### config.mk
export PLATFORM = sky130hd
export DESIGN_NAME = sr_ff_bank
export DESIGN_NICKNAME = d
export VERILOG_FILES = /design/src/rtl/sr_ff_bank.sv
export SDC_FILE = /design/constraint.sdc
export NUM_CORES = 1
export LEC_CHECK = 0
export CAP_MARGIN = 20
export CORE_MARGIN = 10
export CORE_UTILIZATION = 30
export CTS_CLUSTER_SIZE = 30
export DETAILED_ROUTE_END_ITERATION = 8
export GPL_TIMING_DRIVEN = 1
export SLEW_MARGIN = 20
export SYNTH_ARGS = -nofsm -noshare
export SYNTH_HDL_FRONTEND = slang
export SYNTH_SLANG_ARGS = --single-unit
export TNS_END_PERCENT = 1
### constraint.sdc
create_clock -name clk_i -period 1.6 [get_ports clk_i]
set_input_delay 0.48 -clock clk_i [delete_from_list [all_inputs] [get_ports clk_i]]
set_output_delay 0.48 -clock clk_i [all_outputs]
set_load 0.005 [all_outputs]
### src/rtl/sr_ff_bank.sv
// Bank of run-time-mode flip-flops (SR/JK/D/T) with sticky per-bit capture
// of the S=R=1 condition in SR mode.

module sr_ff_cell #(
    parameter logic RST_VAL = 1'b0,
    parameter int   POLICY  = 0
) (
    input  logic       clk_i,
    input  logic       rst_ni,
    input  logic       en_i,
    input  logic [1:0] mode_i,
    input  logic       s_i,
    input  logic       r_i,
    input  logic       clr_err_i,
    output logic       q_o,
    output logic       err_bit_o,
    output logic       err_bit_d_o,
    output logic       chg_o
);
    localparam logic [1:0] M_SR = 2'b00, M_JK = 2'b01, M_D = 2'b10, M_T = 2'b11;

    logic q_q, q_d, err_q, err_d, viol;

    always_comb begin
        q_d = q_q;
        if (en_i) begin
            unique case (mode_i)
                M_SR: begin
                    unique case ({s_i, r_i})
                        2'b10:   q_d = 1'b1;
                        2'b01:   q_d = 1'b0;
                        2'b11: begin
                            if (POLICY == 1)      q_d = 1'b1;
                            else if (POLICY == 2) q_d = 1'b0;
                            else if (POLICY == 3) q_d = ~q_q;
                            else                  q_d = q_q;
                        end
                        default: q_d = q_q;
                    endcase
                end
                M_JK: begin
                    unique case ({s_i, r_i})
                        2'b10:   q_d = 1'b1;
                        2'b01:   q_d = 1'b0;
                        2'b11:   q_d = ~q_q;
                        default: q_d = q_q;
                    endcase
                end
                M_D:     q_d = s_i;
                M_T:     q_d = s_i ? ~q_q : q_q;
                default: q_d = q_q;
            endcase
        end
    end

    // A fresh violation wins over a same-edge clear.
    assign viol  = en_i && (mode_i == M_SR) && s_i && r_i;
    assign err_d = (clr_err_i ? 1'b0 : err_q) | viol;

    always_ff @(posedge clk_i or negedge rst_ni) begin
        if (!rst_ni) begin
            q_q   <= RST_VAL;
            err_q <= 1'b0;
        end else begin
            q_q   <= q_d;
            err_q <= err_d;
        end
    end

    assign q_o         = q_q;
    assign err_bit_o   = err_q;
    assign err_bit_d_o = err_d;
    assign chg_o       = q_d ^ q_q;
endmodule

module sr_ff_bank #(
    parameter int               WIDTH     = 8,
    parameter logic [WIDTH-1:0] RESET_VAL = {WIDTH{1'b0}},
    parameter int               SR_POLICY = 0
) (
    input  logic             clk_i,
    input  logic             rst_ni,
    input  logic             en_i,
    input  logic [1:0]       mode_i,
    input  logic [WIDTH-1:0] s_i,
    input  logic [WIDTH-1:0] r_i,
    input  logic             clr_err_i,
    output logic [WIDTH-1:0] q_o,
    output logic [WIDTH-1:0] qn_o,
    output logic             err_o,
    output logic [WIDTH-1:0] err_bits_o,
    output logic             chg_o
);
    logic [WIDTH-1:0] chg_bit, err_bits_d;
    logic             err_q, chg_q;

    for (genvar g = 0; g < WIDTH; g++) begin : g_bit
        sr_ff_cell #(.RST_VAL(RESET_VAL[g]), .POLICY(SR_POLICY)) u_cell (
            .clk_i       (clk_i),
            .rst_ni      (rst_ni),
            .en_i        (en_i),
            .mode_i      (mode_i),
            .s_i         (s_i[g]),
            .r_i         (r_i[g]),
            .clr_err_i   (clr_err_i),
            .q_o         (q_o[g]),
            .err_bit_o   (err_bits_o[g]),
            .err_bit_d_o (err_bits_d[g]),
            .chg_o       (chg_bit[g])
        );
    end

    always_ff @(posedge clk_i or negedge rst_ni) begin
        if (!rst_ni) begin
            err_q <= 1'b0;
            chg_q <= 1'b0;
        end else begin
            err_q <= |err_bits_d;
            chg_q <= |chg_bit;
        end
    end

    assign qn_o  = ~q_o;
    assign err_o = err_q;
    assign chg_o = chg_q;
endmodule

==> results summary <==
The sum of routed wire segments on met1 is 2460 um. The number of setup violations in the final report is 1. The worst-case clock skew came out at approximately 1.4 ps.

The power density relative to cell area came out at ~660 nW/um^2. The port buffer count came out at between 40 and 50. The clock sink total is 18. The beginning of the critical path is mode_i[0]. After detailed placement, the design holds a cell count of 332. The weighted congestion at the end of routability-driven global placement is 0.8306. The biggest fanout along the worst timing path is 8.

STA classifies the critical path startpoint as a primary input. The internal power came out at 1.146 mW. Headroom to the max-slew limit came out at 0.6845. During I/O placement, the number of pins put on the boundary was 48.

The post-detailed-route wirelength per cell is 17.04 um. The via count is ~1800. Summed over all cells, the static leakage comes to 1.254 nW. The minimum setup slack after placement is -722.0 ps. The post-layout minimum cycle time came out at 1606 ps. The number of buffers inserted during clock tree synthesis is 3.

The final hold violation count is 0. Dividing the synthesized area by the synthesized cell count gives 8.260 sq um. The critical path required time is 1740 ps. The overall power consumption came out at approximately 1.7 mW. The transition time at the pin with the least slew margin is between 400 and 500 ps. The final reports fail on negative setup slack.

The type of the most critical hold path is reg2reg. Detailed routing placed a total of 2751 um of wire on met2. At the end of the flow, the number of nets in the layout was 304. The cell depth of the worst flop-to-flop path came out at 6. In this run the worst setup path terminates at chg_o$_DFF_PN0_. For this configuration, the core starts out at a cell density of 0.3130.

The sequential fraction of design power came out at 0.321. The initial antenna violation count came out at 0. From bottom edge to top edge, the die measures 93.47 um. The class of the most critical setup path is in2reg. The total negative slack for setup checks is -6.433 ps.

Clock tree synthesis selected as its root buffer the cell sky130_fd_sc_hd__clkbuf_8. The flop and latch count out of synthesis came out at 18. The DRC violation total after the first TritonRoute iteration came out at 143. The net switching fraction of the power is 0.3443. The slack of the worst reg-to-reg path is around 110 ps. The largest net degree at the start of global routing came out at 19.

The net load switching power came out at 0.6019 mW. At the worst endpoint, the arrival time is 1750 ps. The number of slew-limit violations in the final report is 0. The final layout contains routed wiring with a total length of 5846 um. Across the run, the number of max-cap violations was 0. Of the total power, the clock network draws 0.233. The global-route usage over all layers is 0.1307. The period utilization came out at 1.004.

The most used flip-flop cell after synthesis is sky130_fd_sc_hd__dfrtp_1. For this run, the number of Yosys warnings is 0. Of the cells placed in the final design, the portion with a size suffix greater than 1 is 0.4066. The detailed-router iteration count before antenna repair came out at 4.

Once routing completed, OpenROAD measured the worst setup slack at -6.433 ps. VDD sags by at most between 0.0004 and 0.0005 V. The final-layout fill cell count came out at 498. The routed wire length on met3 came out at 570 um. The synthesized design spends more area on one cell type than any other, namely sky130_fd_sc_hd__dfrtp_1. The flow ran to the end, but the final reports show violations. The estimated wirelength of the detail-placed design came out at 4317 um. The mapped cell area is 1619 sq um. The via count of the first global-routing pass is 1833. The placement row count came out at 26.

The achievable frequency is a little over 600 MHz. The synthesized netlist contains 42 unique library cells. No sink is reached through more buffers than the 2 on the longest clock path.

The first global-routing pass estimated 9273 um of wire. Of the total power, combinational logic draws 0.446. The gate count of the mapped netlist is 196.

Setup repair after global routing could not meet its margin everywhere. The overflow left after global routing is 0. The standard cell core area is 5172 sq um.

Counting flops with a built-in enable in the synthesized netlist gives 0. Relative to the synthesized area, the layout overhead comes to 64.14%. From left edge to right edge, the die measures 93.47 um. The via count normalized by instance count came out at 5.292. The element type at the critical path end is a register.

The count of hold-fix buffers inserted at cts is 0. The number of nets with antenna violations after routing came out at 0. The topmost layer with routed signal wires is met4. The net count of the mapped netlist came out at 226. The startpoint identified for the worst register-to-register timing path is g_bit[7].u_cell.q_o$_DFF_PN0_. The library cells used most frequently in the layout, excluding fill and tap cells, are 47 x sky130_fd_sc_hd__buf_4, 29 x sky130_fd_sc_hd__dlygate4sd2_1, 16 x sky130_fd_sc_hd__dfrtp_1. The instance area at placement is 2426 sq um. Leaving out filler cells and counting taps, the final layout contains around 340. TritonCTS built the clock tree.

Of all flip-flops after synthesis, the portion carrying an async set or reset was 1.000. After synthesis, the cell types taking the most area are sky130_fd_sc_hd__dfrtp_1 28%, sky130_fd_sc_hd__buf_4 8.3%, sky130_fd_sc_hd__ha_1 6.2%. The number of diodes came out at 0. The portion of the post-synthesis area used by sequential elements is 0.2782.

After clock tree synthesis, the clock-pin slew on the worst setup and hold paths is 80 ps. The endpoint identified for the worst register-to-register timing path is chg_o$_DFF_PN0_. Leaving out fill and tap cells, the most frequent cell in the layout is sky130_fd_sc_hd__buf_4. The area of the die came out at just under 9000 sq um. The worst-skew pair later-pin latency came out at between 200 and 300 ps. The final instance area came out at 2658 sq um. The area share of the largest cell type after synthesis is 0.2782. The maximum level of the CTS H-tree is 1.

For this run, design rule violations remaining after detail routing come to 0.
-- area by class of cell --
| cell class | count | area, sq um | share of cell area |
|---|---|---|---|
| clock buffer | 4 | 55.05 | 0.02072 |
| inverter | 18 | 75.07 | 0.02825 |
| multi-input combinational | 135 | 1181 | 0.4444 |
| sequential | 18 | 452.9 | 0.1704 |
| tap | 70 | 87.58 | 0.03296 |
| timing repair buffer | 98 | 805.8 | 0.3032 |
-- cells by family (layout without fill, tap and decap cells) --
logic type	count (synthesis)	after routing	share of synthesized area
DFF	18	18	0.2782
muxes	2	2	0.01237
buffers and inverters	43	120	0.1491
and+or+nand+nor	61	61	0.2272
adders and majority gates	8	8	0.06183
AOI/OAI and AO/OA	64	64	0.2713
-- cell usage after synthesis (3+ instances only) --
cell type                  count
sky130_fd_sc_hd__nor3b_1       3
sky130_fd_sc_hd__a21oi_1      18
sky130_fd_sc_hd__nand2b_1     13
sky130_fd_sc_hd__a32o_1        7
sky130_fd_sc_hd__nor2_1        4
sky130_fd_sc_hd__inv_1        18
sky130_fd_sc_hd__o32ai_1       3
sky130_fd_sc_hd__a21o_1        3
sky130_fd_sc_hd__ha_1          8
sky130_fd_sc_hd__o21ai_0      12
sky130_fd_sc_hd__nand3b_1      3
sky130_fd_sc_hd__o211ai_1      5
sky130_fd_sc_hd__nor4_1        5
sky130_fd_sc_hd__nand2_1      14
sky130_fd_sc_hd__nor4b_1       6
sky130_fd_sc_hd__buf_4        18
sky130_fd_sc_hd__buf_2         4
sky130_fd_sc_hd__dfrtp_1      18
sky130_fd_sc_hd__a22o_1        3
-- timing repair --
item,CTS,global route
setup endpoints to repair,43,10
setup buffers,2,4
gates resized for setup,70,50
gates cloned,1,0
pin swaps,10,15
-- sequential cells by signal, indices dropped and copies added (netlist names) --
register,count
err_o,1
g_bit.u_cell.err_bit_o,8
g_bit.u_cell.q_o,8
chg_o,1
-- metal layers --
layer,GRT usage,up-vias
li1,-,874
met1,0.1630,850
met2,0.2129,85
met3,0.03997,6
met4,0.03342,0
met5,0,-
-- through the flow --
| step | hold WS [ps] | util |
|---|---|---|
| CTS | 532.8 | 0.4954 |
| detailed placement | 510.6 | 0.4690 |
| global placement | 523.1 | 0.4690 |
| finish | 540.3 | 0.5138 |
| floorplan | 184.4 | - |
| global route | 564.5 | 0.5138 |
-- worst max-delay path: stages --
cell and delay [ps]:
sky130_fd_sc_hd__clkbuf_2 130, sky130_fd_sc_hd__or2_4 320, sky130_fd_sc_hd__buf_4 170, sky130_fd_sc_hd__a21oi_1 130, sky130_fd_sc_hd__o32ai_1 90, sky130_fd_sc_hd__nor4_1 310, sky130_fd_sc_hd__nand4_1 120
-- worst min path at each step --
stage	end	from	slack, ps	cells after the start
5_1_grt	g_bit[4].u_cell.err_bit_o$_DFF_PN0_	g_bit[4].u_cell.err_bit_o$_DFF_PN0_	560	1
4_1_cts	g_bit[2].u_cell.err_bit_o$_DFF_PN0_	g_bit[2].u_cell.err_bit_o$_DFF_PN0_	530	1
3_3_place_gp	g_bit[2].u_cell.err_bit_o$_DFF_PN0_	g_bit[2].u_cell.err_bit_o$_DFF_PN0_	520	1
2_1_floorplan	chg_o$_DFF_PN0_	rst_ni	180	0
6_report	g_bit[4].u_cell.err_bit_o$_DFF_PN0_	g_bit[4].u_cell.err_bit_o$_DFF_PN0_	540	1
3_5_place_dp	g_bit[4].u_cell.err_bit_o$_DFF_PN0_	g_bit[4].u_cell.err_bit_o$_DFF_PN0_	510	1
-- power groups by stage --
stage / registers, mW / clock network [mW] / logic (mW)
2_1_floorplan: 0.562 / 0 / 0.371
3_3_place_gp: 0.576 / 0 / 0.744
3_5_place_dp: 0.575 / 0 / 0.751
4_1_cts: 0.562 / 0.411 / 0.733
5_1_grt: 0.570 / 0.422 / 0.852
6_report: 0.562 / 0.407 / 0.780
Note: power is estimated with default switching activity, not from simulation.
